File: config.mk
export PLATFORM = sky130hd
export DESIGN_NAME = pipe_stage_elastic
export DESIGN_NICKNAME = d
export VERILOG_FILES = /design/src/rtl/pipe_pkg.sv /design/src/rtl/pipe_entry_reg.sv /design/src/rtl/pipe_stage_elastic.sv
export SDC_FILE = /design/constraint.sdc
export NUM_CORES = 1
export LEC_CHECK = 0
export CORE_ASPECT_RATIO = 0.9
export CORE_MARGIN = 1.5
export CORE_UTILIZATION = 47
export CTS_BUF_LIST = sky130_fd_sc_hd__clkbuf_8
export DETAILED_ROUTE_END_ITERATION = 10
export PLACE_DENSITY = 0.89
export SLEW_MARGIN = 0
export SYNTH_ARGS = -nofsm -noshare
export SYNTH_HDL_FRONTEND = slang
export SYNTH_SLANG_ARGS = --single-unit
File: constraint.sdc
create_clock -name clk -period 8.4 [get_ports clk]
set_clock_uncertainty 0.1 [all_clocks]
set_input_delay 1.68 -clock clk [delete_from_list [all_inputs] [get_ports clk]]
set_output_delay 1.68 -clock clk [all_outputs]
set_load 0.03 [all_outputs]
File: src/rtl/pipe_pkg.sv
// rtl/pipe_pkg.sv - shared types for the elastic pipeline stage
// Purpose: occupancy state encoding, depth constant and per-stage
// control bundle layouts used at each inter-stage boundary.
package pipe_pkg;

    // The encoding doubles as the occupancy count.
    typedef enum logic [1:0] {
        PS_EMPTY = 2'd0,
        PS_ONE   = 2'd1,
        PS_FULL  = 2'd2
    } pipe_state_e;

    localparam int PIPE_MAX_OCC = 2;

    // Decode -> execute control bundle (14 bits).
    typedef struct packed {
        logic [3:0] alu_ctrl;
        logic [3:0] wa3;
        logic       reg_write;
        logic       plus_one;
        logic       branch_taken;
        logic       pcsrc;
        logic       alu_src;
        logic       mem_to_reg;
    } de_ctrl_t;

    // Execute -> memory control bundle.
    typedef struct packed {
        logic [3:0] wa3;
        logic       reg_write;
        logic       mem_write;
        logic       mem_to_reg;
    } em_ctrl_t;

    // Memory -> writeback control bundle.
    typedef struct packed {
        logic [3:0] wa3;
        logic       reg_write;
        logic       mem_to_reg;
    } mw_ctrl_t;

    function automatic logic [1:0] occ_of(input pipe_state_e s);
        return logic'(s == PS_FULL) ? 2'(PIPE_MAX_OCC) : ((s == PS_ONE) ? 2'd1 : 2'd0);
    endfunction

endpackage

File: src/rtl/pipe_entry_reg.sv
// rtl/pipe_entry_reg.sv - one payload+control entry register
// Purpose: W-bit storage with load enable, cleared asynchronously by rst.
// Ports: clk, rst (async clear, active-high), ld_i (load), d_i (next
// value), q_o (held value).
module pipe_entry_reg #(
    parameter int W = 8
) (
    input  logic         clk,
    input  logic         rst,
    input  logic         ld_i,
    input  logic [W-1:0] d_i,
    output logic [W-1:0] q_o
);

    always_ff @(posedge clk or posedge rst) begin
        if (rst) begin
            q_o <= '0;
        end else if (ld_i) begin
            q_o <= d_i;
        end
    end

endmodule

File: src/rtl/pipe_stage_elastic.sv
// rtl/pipe_stage_elastic.sv - elastic valid/ready pipeline register with flush
// Purpose: carries one DATA_W payload and one CTRL_W control bundle between
// pipeline stages; SKID=1 gives a two-entry skid buffer with registered
// in_ready, SKID=0 a single entry with combinational in_ready.
// Ports: clk, rst (async, active-high), flush (drop all held beats and the
// current input beat), in_valid/in_ready/in_data/in_ctrl (upstream),
// out_valid/out_ready/out_data/out_ctrl (downstream head), occupancy (0..2).
module pipe_stage_elastic
    import pipe_pkg::*;
#(
    parameter int DATA_W      = 96,
    parameter int CTRL_W      = 16,
    parameter bit SKID        = 1'b1,
    parameter bit ZERO_BUBBLE = 1'b1
) (
    input  logic              clk,
    input  logic              rst,
    input  logic              flush,
    input  logic              in_valid,
    output logic              in_ready,
    input  logic [DATA_W-1:0] in_data,
    input  logic [CTRL_W-1:0] in_ctrl,
    output logic              out_valid,
    input  logic              out_ready,
    output logic [DATA_W-1:0] out_data,
    output logic [CTRL_W-1:0] out_ctrl,
    output logic [1:0]        occupancy
);

    localparam int W = DATA_W + CTRL_W;

    pipe_state_e state_q, state_d;
    logic         in_xfer, out_xfer;
    logic         head_ld, skid_ld;
    logic [W-1:0] beat_in, head_d, head_q, skid_q;

    assign beat_in   = {in_ctrl, in_data};
    assign out_valid = (state_q != PS_EMPTY);
    assign in_xfer   = in_valid & in_ready;
    assign out_xfer  = out_valid & out_ready;

    always_comb begin
        state_d = state_q;
        head_ld = 1'b0;
        skid_ld = 1'b0;
        head_d  = beat_in;
        if (flush) begin
            state_d = PS_EMPTY;
        end else begin
            case (state_q)
                PS_EMPTY: begin
                    if (in_xfer) begin
                        state_d = PS_ONE;
                        head_ld = 1'b1;
                    end
                end
                PS_ONE: begin
                    if (in_xfer && out_xfer) begin
                        head_ld = 1'b1;
                    end else if (in_xfer && SKID) begin
                        state_d = PS_FULL;
                        skid_ld = 1'b1;
                    end else if (out_xfer) begin
                        state_d = PS_EMPTY;
                    end
                end
                PS_FULL: begin
                    // in_ready is low here, so only the drain can happen.
                    if (out_xfer) begin
                        state_d = PS_ONE;
                        head_ld = 1'b1;
                        head_d  = skid_q;
                    end
                end
                default: state_d = PS_EMPTY;
            endcase
        end
    end

    always_ff @(posedge clk or posedge rst) begin
        if (rst) begin
            state_q <= PS_EMPTY;
        end else begin
            state_q <= state_d;
        end
    end

    pipe_entry_reg #(.W(W)) u_head (
        .clk  (clk),
        .rst  (rst),
        .ld_i (head_ld),
        .d_i  (head_d),
        .q_o  (head_q)
    );

    generate
        if (SKID) begin : g_skid
            logic in_ready_q;

            // Registered ready: decided from the next state so the
            // upstream never sees a combinational path from out_ready.
            always_ff @(posedge clk or posedge rst) begin
                if (rst) begin
                    in_ready_q <= 1'b0;
                end else begin
                    in_ready_q <= (state_d != PS_FULL);
                end
            end
            assign in_ready = in_ready_q;

            pipe_entry_reg #(.W(W)) u_skid (
                .clk  (clk),
                .rst  (rst),
                .ld_i (skid_ld),
                .d_i  (beat_in),
                .q_o  (skid_q)
            );
        end else begin : g_single
            logic unused_skid_ld;
            assign unused_skid_ld = skid_ld;
            assign in_ready       = ~rst & (~out_valid | out_ready);
            assign skid_q         = '0;
        end
    endgenerate

    // Bubbles present zero control so stray write enables cannot leak.
    assign {out_ctrl, out_data} = (ZERO_BUBBLE && !out_valid) ? '0 : head_q;
    assign occupancy            = occ_of(state_q);

endmodule

==> results of run 1 <==
per-stage QoR:
step / power [mW] / hold slack [ns]
2_1_floorplan: 1.99 / 0.379
3_3_place_gp: 2.25 / 0.386
3_5_place_dp: 2.29 / 0.393
4_1_cts: 3.30 / 0.406
5_1_grt: 3.43 / 0.414
6_report: 3.26 / 0.403
area by class of cell:
cell class              count  share of cell area [%]
repair buffers            240                    17.7
clock inverters            16                   0.680
inverters                   1                  0.0838
well taps                 291                    2.71
flip-flops and latches    227                    42.3
multi-input cells         579                    31.4
clock buffers              50                    5.12
cells in the mapped netlist:
cell type                   count
sky130_fd_sc_hd__nor2b_1        1
sky130_fd_sc_hd__a21o_1         1
sky130_fd_sc_hd__nand4b_1       1
sky130_fd_sc_hd__nand3_1        2
sky130_fd_sc_hd__a21oi_1      113
sky130_fd_sc_hd__nand2_1        1
sky130_fd_sc_hd__nand3b_1       2
sky130_fd_sc_hd__nor2b_4        1
sky130_fd_sc_hd__mux2i_1      112
sky130_fd_sc_hd__mux2_2       112
sky130_fd_sc_hd__a31oi_1        1
sky130_fd_sc_hd__or2_2          1
sky130_fd_sc_hd__nor3_1         1
sky130_fd_sc_hd__dfrtp_1      227
sky130_fd_sc_hd__nand4bb_1      1
sky130_fd_sc_hd__and2_1       112
sky130_fd_sc_hd__and3b_1        1
sky130_fd_sc_hd__buf_2         27
sky130_fd_sc_hd__a31oi_4        1
sky130_fd_sc_hd__clkbuf_1      20
sky130_fd_sc_hd__buf_12         9
sky130_fd_sc_hd__nand2b_1       1
sky130_fd_sc_hd__nor2_1       114
sky130_fd_sc_hd__buf_4          5
sky130_fd_sc_hd__inv_1          1
power groups by stage:
stage	registers, mW	logic, mW	clock network (mW)
2_1_floorplan	1.47	0.512	0
3_3_place_gp	1.51	0.742	0
3_5_place_dp	1.52	0.769	0
4_1_cts	1.51	0.773	1.02
5_1_grt	1.54	0.830	1.06
6_report	1.51	0.765	0.985
registers in the layout (all words and copies together), names as in the netlist:
register / count
u_head.q_o: 112
in_ready: 1
state_q: 2
g_skid.u_skid.q_o: 112
worst max-delay path: cells and delay by family (launching register included):
kind                   cells  cell delay (ns)
DFF                        1             0.52
buffers and inverters      2             1.24
and+or+nand+nor            2             0.99
cell families after synthesis:
logic type	count (synthesis)
muxes	224
buffers and inverters	62
and+or+nand+nor	239
AOI/OAI and AO/OA	116
DFF	227
layer usage:
metal  routed length (um)  up-vias  share of wire (%)  track usage [%]
met5                    0        -                  0                0
met4                  435        0                1.9             6.75
met3                 1780       42                7.6             5.71
met2                11000      242                 47             34.0
met1                10300     3554                 44             26.6
li1                     -     3420                  -                -
worst paths after layout:
check	startpoint	endpoint	depth (start not counted)
max	state_q[0]	out_data[64]	4
min	g_skid.u_skid.q_o[84]	g_skid.u_skid.q_o[84]	1
max reg2reg	in_ready	g_skid.u_skid.q_o[53]	5
min reg2reg	g_skid.u_skid.q_o[84]	g_skid.u_skid.q_o[84]	1
max in group asynchronous	rst	g_skid.u_skid.q_o[101]	3
min in group asynchronous	rst	in_ready	2
==> run_results.csv, run 1 <==
group,metric,value,unit
run_status,result_of_the_run,"completed",
synthesis,compound_cell_area_share_of_the_yosys_netlist,5.82,%
power_and_ir_drop,p_int,2.31,mW
drt,wl_per_cell,16.7,um
cts,cts_hold_buf,0,
place,io_buffer_count,232,
synthesis,synthesis.nets,985,
sta,timing.final.max_slew_violations,0,
setup_path,regToRegSetupSlack,5.56,ns
sta,finalWorstPathRequiredPeriod,5.06,ns
layout,final_cells,1404,
layout,stdcell_area,0.0134,mm^2
drt,final_antenna_net_count,0,
cts,post_cts_buffers,0,
synthesis,post_synth_xor_area_fraction,0,%
power_and_ir_drop,sw_frac_of_total,28.9,%
setup_path,arrival,3.28,ns
place,place_inst,1338,
cts,ctsHtreeMaxLevel,2,
floorplanning,io_pins,233,
cts,cts_tree,"built",
synthesis,synth_top_family_by_area,"multiplexers",
synthesis,syn_area_per_cell,11.9,um^2
sta,worst_pin_slew,1.05,ns
floorplanning,placeableCoreArea,0.0216,mm^2
power_and_ir_drop,leak_pwr,5.43,nW
floorplanning,starting_utilization_of_the_core_area,47.8,%
layout,layout-area-overhead-vs-synth,30.3,%
layout,n_antenna_cell,0,
cts,cts.sink_count,227,
setup_path,critPathSlowestCell,"sky130_fd_sc_hd__or2_2",
setup_path,cp_slowest_stage_delay,0.78,ns
drt,detail_route.first_pass.iterations,5,
power_and_ir_drop,power.clock.fraction,30.3,%
power_and_ir_drop,max-vdd-ir-drop,165,uV
min_path,hp-class,"flip-flop to flip-flop",
sta,period_utilization_post_route,60.2,%
sta,maxSlewHeadroom,30.0,%
layout,finalCoreUtilization,62.3,%
power_and_ir_drop,power.density_cell_area,242,mW/mm^2
synthesis,muxShareOfSynthArea,23.1,%
synthesis,synthAdderAreaFrac,0,%
synthesis,ys_seq_elements,227,
drt,drt_initial_violations,391,
floorplanning,design.die.area,0.0229,mm^2
place,dp.final_hpwl,14.9,mm
cts,clk_transition_reported_paths,0.06,ns
drt,vias_per_cell,5.17,
synthesis,synthSimpleGateAreaFrac,11.9,%
global_route,gr-total-overflow,0,
layout,ff_latch_area,0.00568,mm^2
setup_path,end_kind,"output pin",
power_and_ir_drop,power.share.sequential,46.3,%
cts,tritoncts_buffers,38,
layout,layout_commonest_cell,"sky130_fd_sc_hd__clkdlybuf4s50_1",
synthesis,synth_area_leader_cell,"sky130_fd_sc_hd__dfrtp_1",
setup_path,worstPathRequired,6.62,ns
sta,post-route-worst-setup-slack,3.34,ns
synthesis,biggest_area_contributors_in_the_synthesized_netlist,"sky130_fd_sc_hd__dfrtp_1 55%, sky130_fd_sc_hd__mux2_2 12%, sky130_fd_sc_hd__mux2i_1 11%, sky130_fd_sc_hd__and2_1 6.8%, sky130_fd_sc_hd__a21oi_1 5.5%",
floorplanning,rows,51,
floorplanning,die_width,159,um
layout,finalNetCount,1204,
layout,post_route_cells_drive_above_1_share,16.3,%
sta,clock.fmax,198,MHz
cts,clock_tree.root_cell,"sky130_fd_sc_hd__clkbuf_8",
place,gp_congestion,0.798,
global_route,grt_usage,20.7,%
sta,rsz0062_at_grt,"no",
setup_path,crit_fanout,58,
power_and_ir_drop,p_switching,943,uW
cts,clock_latency,0.51,ns
global_route,grt_pass1_wl,38.2,mm
cts,cts_max_path_buffers,3,
synthesis,synth_top_area_share,55.1,%
sta,final_hold_viol_count,0,
drt,route.vias.total,7258,
synthesis,synth.yosys.seq_area_share,55.1,%
setup_path,worst-setup-path-type,"flip-flop to output pin",
place,dp_slack,3.78,ns
global_route,grt_start_max_net_pins,105,
setup_path,cp_cell_sequence,"or2_2 > buf_4 > and2_1 > clkdlybuf4s50_1",
sta,setup_tns,0,ns
drt,routed_wl,23.5,mm
synthesis,synth-warning-count,0,
layout,mostFrequentLayoutCells,"232 x sky130_fd_sc_hd__clkdlybuf4s50_1, 227 x sky130_fd_sc_hd__dfrtp_1, 114 x sky130_fd_sc_hd__nor2_1",
sta,setup_viol_count_final,0,
drt,drc,0,
global_route,first_global_vias,7627,
global_route,antenna_found_initial,0,
synthesis,post_synth_instance_area,0.0103,mm^2
synthesis,distinct_cell_type_count_of_the_synthesized_netlist,25,
place,placed_cell_areas,0.0127,mm^2
cts,postCtsResizedCells,0,
floorplanning,die_h,144,um
setup_path,cp-start-kind,"flip-flop",
synthesis,synthCells,868,
flow_run,maxCapViolCount,0,
layout,multi_input_comb_area,0.00422,mm^2
power_and_ir_drop,combPwrFrac,23.5,%
layout,fillCellCount,1703,
Power figures use the tool's default switching activity.
==> run 2, diff against run 1 <==
--- a/config.mk
+++ b/config.mk
@@ -7,10 +7,10 @@
 export LEC_CHECK = 0
 export CORE_ASPECT_RATIO = 0.9
 export CORE_MARGIN = 1.5
-export CORE_UTILIZATION = 47
+export CORE_UTILIZATION = 52
 export CTS_BUF_LIST = sky130_fd_sc_hd__clkbuf_8
 export DETAILED_ROUTE_END_ITERATION = 10
-export PLACE_DENSITY = 0.89
+export PLACE_DENSITY = 0.93
 export SLEW_MARGIN = 0
 export SYNTH_ARGS = -nofsm -noshare
 export SYNTH_HDL_FRONTEND = slang
==> constraint.sdc (replaced) <==
create_clock -name clk -period 5 [get_ports clk]
set_clock_uncertainty 0.1 [all_clocks]
set_input_delay 1 -clock clk [delete_from_list [all_inputs] [get_ports clk]]
set_output_delay 1 -clock clk [all_outputs]
set_load 0.03 [all_outputs]
==> run 2 against run 1 <==
Compared with the run above: wire length decreased by 2.3%; combinational power increased by 70%; critical path depth unchanged; clock-buffer cell count decreased by 3; core utilization increased by 7.1 points; clock power increased by 57%; cell count decreased by 3.1%; critical endpoint is now out_ctrl[8]; largest cell class unchanged.
==> run_results.csv, run 2 (same netlist as run 1, synthesis figures left out) <==
group,metric,value,unit
setup_path,end_kind,"output pin",
sta,rsz0062_at_grt,"no",
power_and_ir_drop,combPwrFrac,24.2,%
cts,cts_max_path_buffers,3,
drt,wl_per_cell,16.9,um
setup_path,cp_cell_sequence,"or2_2 > buf_12 > and2_1 > clkdlybuf4s50_1",
sta,worst_pin_slew,0.944,ns
setup_path,crit_fanout,92,
drt,drc,0,
sta,timing.final.max_slew_violations,0,
setup_path,cp-start-kind,"flip-flop",
layout,post_route_cells_drive_above_1_share,16.1,%
power_and_ir_drop,power.density_cell_area,401,mW/mm^2
global_route,grt_start_max_net_pins,166,
floorplanning,die_h,137,um
power_and_ir_drop,power.share.sequential,47.0,%
cts,post_cts_buffers,0,
global_route,grt_pass1_wl,36.5,mm
global_route,grt_use_met1,28.7,%
place,io_buffer_count,232,
setup_path,critPathSlowestCell,"sky130_fd_sc_hd__clkdlybuf4s50_1",
sta,maxSlewHeadroom,37.0,%
sta,finalWorstPathRequiredPeriod,3.89,ns
sta,setup_tns,0,ns
cts,cts_tree,"built",
setup_path,regToRegSetupSlack,2.55,ns
setup_path,worstReg2RegEnd,"g_skid.u_skid.q_o[78]",
layout,n_antenna_cell,0,
global_route,gr-total-overflow,0,
cts,tritoncts_buffers,38,
global_route,globalRouteMet2Util,37.1,%
global_route,met3_usage,6.17,%
layout,fillCellCount,1327,
place,dp_slack,1.43,ns
place,dp.final_hpwl,14.8,mm
floorplanning,placeableCoreArea,0.0193,mm^2
layout,layout-area-overhead-vs-synth,30.1,%
drt,routed_wl,22.9,mm
power_and_ir_drop,power.clock.fraction,28.9,%
setup_path,arrival,2.79,ns
drt,detail_route.first_pass.iterations,4,
drt,vias_per_cell,5.34,
cts,postCtsResizedCells,0,
cts,ctsHtreeMaxLevel,2,
global_route,grt_usage,22.4,%
floorplanning,die_width,151,um
global_route,gr-max-usage-layer,"met2",
layout,finalNetCount,1205,
global_route,first_global_vias,7500,
setup_path,worst-setup-path-type,"flip-flop to output pin",
sta,period_utilization_post_route,77.7,%
drt,final_antenna_net_count,0,
setup_path,critPathCapture,"out_ctrl[8]",
power_and_ir_drop,p_switching,1.58,mW
floorplanning,starting_utilization_of_the_core_area,53.4,%
power_and_ir_drop,sw_frac_of_total,29.4,%
power_and_ir_drop,post-layout-total-power,5.38,mW
setup_path,worstPathRequired,3.90,ns
power_and_ir_drop,max-vdd-ir-drop,276,uV
sta,post-route-worst-setup-slack,1.11,ns
sta,setup_viol_count_final,0,
sta,final_hold_viol_count,0,
layout,layout_commonest_cell,"sky130_fd_sc_hd__clkdlybuf4s50_1",
layout,mostFrequentLayoutCells,"232 x sky130_fd_sc_hd__clkdlybuf4s50_1, 227 x sky130_fd_sc_hd__dfrtp_1, 114 x sky130_fd_sc_hd__nor2_1",
cts,clock_latency,0.52,ns
power_and_ir_drop,leak_pwr,5.42,nW
cts,clk_transition_reported_paths,0.05,ns
layout,top_flop_regs,"g_skid.u_skid.q_o x112, u_head.q_o x112, state_q x2",
floorplanning,rows,48,
setup_path,first_element_of_the_critical_path,"state_q[0]",
drt,route.vias.total,7268,
setup_path,cp_slowest_stage_delay,0.72,ns
cts,clock_tree.root_cell,"sky130_fd_sc_hd__clkbuf_8",
cts,cts_hold_buf,0,
floorplanning,design.die.area,0.0207,mm^2
place,gp_congestion,0.793,
cts,cts.sink_count,227,
min_path,hp-class,"flip-flop to flip-flop",
run_status,result_of_the_run,"completed",
setup_path,worst_r2r_path_depth,5,
global_route,antenna_found_initial,1,
flow_run,maxCapViolCount,0,
floorplanning,io_pins,233,
sta,clock.fmax,257,MHz
power_and_ir_drop,p_int,3.80,mW
setup_path,r2r_start,"in_ready",
drt,drt_initial_violations,309,
## run 2: cell types whose count changed in the layout (fill, tap and decap cells not counted), sizes merged
cell / delta
clkinv: -3
buf: +1
clkinvlp: +4
clkbuf: -3
bufinv: -1
## run 2: per-layer routing
metal	wire length, um	part of all wire [%]
met5	9	0.039
met1	9920	43
met4	402	1.8
met2	10900	47
met3	1710	7.5
## run 2: stage by stage
step,hold slack (ns),utilization (%),area (um^2),cells
after floorplan,0.379,-,10300,868
after global placement,0.386,65.7,12700,1298
after detailed placement,0.394,65.7,12700,1298
after CTS,0.406,69.4,13400,1361
after global routing,0.413,69.4,13400,1361
final,0.403,69.4,13400,1361
## run 2: worst max-delay path, delay by kind of cell (launching register included)
kind / cells / cell delay (ns)
buffers and inverters: 2 / 1.07
AND/OR/NAND/NOR: 2 / 0.61
flip-flops: 1 / 0.54
## run 2: worst min-delay path by stage
| stage | from | to | slack (ns) | cells after the start |
|---|---|---|---|---|
| after floorplan | g_skid.u_skid.q_o[109] | g_skid.u_skid.q_o[109] | 0.38 | 1 |
| after global routing | g_skid.u_skid.q_o[37] | g_skid.u_skid.q_o[37] | 0.41 | 1 |
| after CTS | g_skid.u_skid.q_o[77] | g_skid.u_skid.q_o[77] | 0.41 | 1 |
| final | g_skid.u_skid.q_o[80] | g_skid.u_skid.q_o[80] | 0.40 | 1 |
| after global placement | g_skid.u_skid.q_o[37] | g_skid.u_skid.q_o[37] | 0.39 | 1 |
| after detailed placement | g_skid.u_skid.q_o[2] | g_skid.u_skid.q_o[2] | 0.39 | 1 |
## run 2: power by group through the flow
stage	Combinational, mW	Clock, mW	Sequential, mW
final	1.30	1.55	2.53
after global routing	1.41	1.67	2.58
after CTS	1.31	1.60	2.53
after detailed placement	1.30	0	2.55
after global placement	1.26	0	2.52
after floorplan	0.860	0	2.48
## run 2: final cells by class
cell class | instances | area, um^2 | area share, %
clock buffers | 47 | 647 | 4.82
clock inverters | 16 | 77.6 | 0.578
inverters | 1 | 7.51 | 0.0559
multi-input cells | 579 | 4220 | 31.5
flip-flops and latches | 227 | 5680 | 42.3
well taps | 250 | 313 | 2.33
repair buffers | 241 | 2480 | 18.5
==> run 3, diff against run 2 <==
==> constraint.sdc (replaced) <==
create_clock -name clk -period 3.8 [get_ports clk]
set_clock_uncertainty 0.1 [all_clocks]
set_input_delay 0.76 -clock clk [delete_from_list [all_inputs] [get_ports clk]]
set_output_delay 0.76 -clock clk [all_outputs]
set_load 0.03 [all_outputs]
==> run 3 against run 2 <==
Compared with the run above: cell count increased by 0.73%; critical endpoint is now out_ctrl[13]; core utilization increased by 0.80 points; via count increased by 0.65%; hold slack got worse by 0.00080 ns; combinational power increased by 32%; non-clock buffer count increased by 10; sequential power increased by 32%; final area increased by 1.1%; critical path depth unchanged; first-iteration DRC count decreased by 6.1%; sequential cell count unchanged; largest cell class unchanged; clock power increased by 37%.
==> run_results.csv, run 3 (same netlist as run 1, synthesis figures left out) <==
group,metric,value,unit
run_status,result_of_the_run,"completed",
place,gp_congestion,0.843,
place,place_inst,1308,
layout,post_route_cells_drive_above_1_share,17.1,%
drt,wl_per_cell,17.4,um
layout,fillCellCount,1323,
floorplanning,die_width,151,um
layout,final_cells,1371,
global_route,antenna_found_initial,0,
layout,finalCoreUtilization,70.2,%
setup_path,worst-setup-path-type,"flip-flop to output pin",
floorplanning,design.die.area,0.0207,mm^2
floorplanning,rows,48,
setup_path,end_kind,"output pin",
layout,layout-area-overhead-vs-synth,31.6,%
setup_path,crit_fanout,92,
layout,n_antenna_cell,0,
drt,final_antenna_net_count,0,
place,io_buffer_count,232,
cts,cts_hold_buf,0,
sta,clock.fmax,280,MHz
drt,route.vias.total,7315,
sta,rsz0062_at_grt,"no",
floorplanning,die_h,137,um
setup_path,regToRegSetupSlack,1.70,ns
floorplanning,io_pins,233,
power_and_ir_drop,max-vdd-ir-drop,307,uV
global_route,grt_start_max_net_pins,113,
layout,mostFrequentLayoutCells,"232 x sky130_fd_sc_hd__clkdlybuf4s50_1, 227 x sky130_fd_sc_hd__dfrtp_1, 114 x sky130_fd_sc_hd__nor2_1",
sta,maxSlewHeadroom,38.1,%
min_path,depth_of_the_worst_hold_timing_path,1,
min_path,hp-class,"flip-flop to flip-flop",
setup_path,cp-start-kind,"flip-flop",
setup_path,arrival,2.71,ns
drt,drc,0,
global_route,gr-total-overflow,0,
floorplanning,placeableCoreArea,0.0193,mm^2
power_and_ir_drop,post-layout-total-power,7.20,mW
flow_run,maxCapViolCount,0,
layout,layout_commonest_cell,"sky130_fd_sc_hd__clkdlybuf4s50_1",
power_and_ir_drop,leak_pwr,5.50,nW
global_route,first_global_vias,7542,
setup_path,worstPathRequired,2.94,ns
sta,finalWorstPathRequiredPeriod,3.57,ns
cts,clock_latency,0.51,ns
place,dp.final_hpwl,15.6,mm
drt,routed_wl,23.8,mm
cts,ctsHtreeMaxLevel,2,
sta,timing.final.max_slew_violations,0,
floorplanning,starting_utilization_of_the_core_area,53.4,%
cts,tritoncts_buffers,37,
drt,drt_initial_violations,290,
sta,period_utilization_post_route,94.0,%
cts,clk_transition_reported_paths,0.07,ns
cts,post_cts_buffers,0,
setup_path,worst_r2r_path_depth,6,
drt,detail_route.first_pass.iterations,4,
min_path,min_from,"g_skid.u_skid.q_o[110]",
cts,cts_tree,"built",
global_route,grt_usage,23.5,%
sta,final_hold_viol_count,0,
sta,setup_viol_count_final,0,
global_route,grt_pass1_wl,38.1,mm
power_and_ir_drop,power.density_cell_area,530,mW/mm^2
cts,postCtsResizedCells,0,
layout,top_flop_regs,"g_skid.u_skid.q_o x112, u_head.q_o x112, state_q x2",
min_path,timing.hold.worst_endpoint,"g_skid.u_skid.q_o[110]",
setup_path,worstReg2RegEnd,"u_head.q_o[96]",
cts,clock_tree.root_cell,"sky130_fd_sc_hd__clkbuf_8",
cts,cts.sink_count,227,
sta,worst_pin_slew,0.927,ns
drt,vias_per_cell,5.34,
setup_path,r2r_start,"state_q[1]",
cts,cts_max_path_buffers,3,
layout,finalNetCount,1214,
[run 3: per-layer routing]
metal	track usage, %	routed length [um]	vias up
met5	0	0	-
met4	7.07	397	0
met3	5.77	1720	43
met2	38.5	11600	248
met1	31.0	10200	3610
li1	-	-	3414
[run 3: worst max-delay path, cell delays in order (launching register included)]
cell,delay (ns)
sky130_fd_sc_hd__dfrtp_1,0.54
sky130_fd_sc_hd__or2_2,0.41
sky130_fd_sc_hd__buf_12,0.33
sky130_fd_sc_hd__and2_1,0.19
sky130_fd_sc_hd__clkdlybuf4s50_1,0.67
[run 3: through the flow]
stage / hold slack (ns) / area [um^2] / TNS [ns] / setup slack, ns
final: 0.402 / 13600 / 0 / 0.229
after global routing: 0.413 / 13600 / 0 / 0.0745
after CTS: 0.406 / 13600 / 0 / 0.209
after detailed placement: 0.393 / 12800 / 0 / 0.769
after global placement: 0.385 / 12800 / 0 / 0.906
after floorplan: 0.379 / 10300 / -5.90 / -0.0260
[run 3: how the worst max path moves through the flow]
stage | startpoint | to | slack (ns) | cells after the start
final | state_q[0] | out_ctrl[13] | 0.23 | 4
after global placement | state_q[0] | out_data[24] | 0.91 | 4
after global routing | state_q[0] | out_data[26] | 0.07 | 4
after floorplan | rst | g_skid.u_skid.q_o[0] | -0.03 | 1
after CTS | state_q[0] | out_data[81] | 0.21 | 4
after detailed placement | state_q[0] | out_data[11] | 0.77 | 4
[run 3: cell type report]
type                    count  area (um^2)  share of cell area, %
clock buffers              48          661                   4.87
clock inverters            15         92.6                  0.682
inverters                   1         7.51                 0.0553
multi-input cells         579         4220                   31.1
flip-flops and latches    227         5680                   41.8
well taps                 250          313                   2.30
repair buffers            251         2600                   19.2
[run 3: power breakdown]
| part | total, mW | leakage, nW | switching, mW | internal [mW] |
|---|---|---|---|---|
| Combinational | 1.72 | 2.44 | 0.844 | 0.875 |
| Sequential | 3.35 | 2.64 | 0.330 | 3.02 |
| Clock | 2.13 | 0.422 | 0.933 | 1.20 |
| Total | 7.20 | 5.50 | 2.11 | 5.09 |
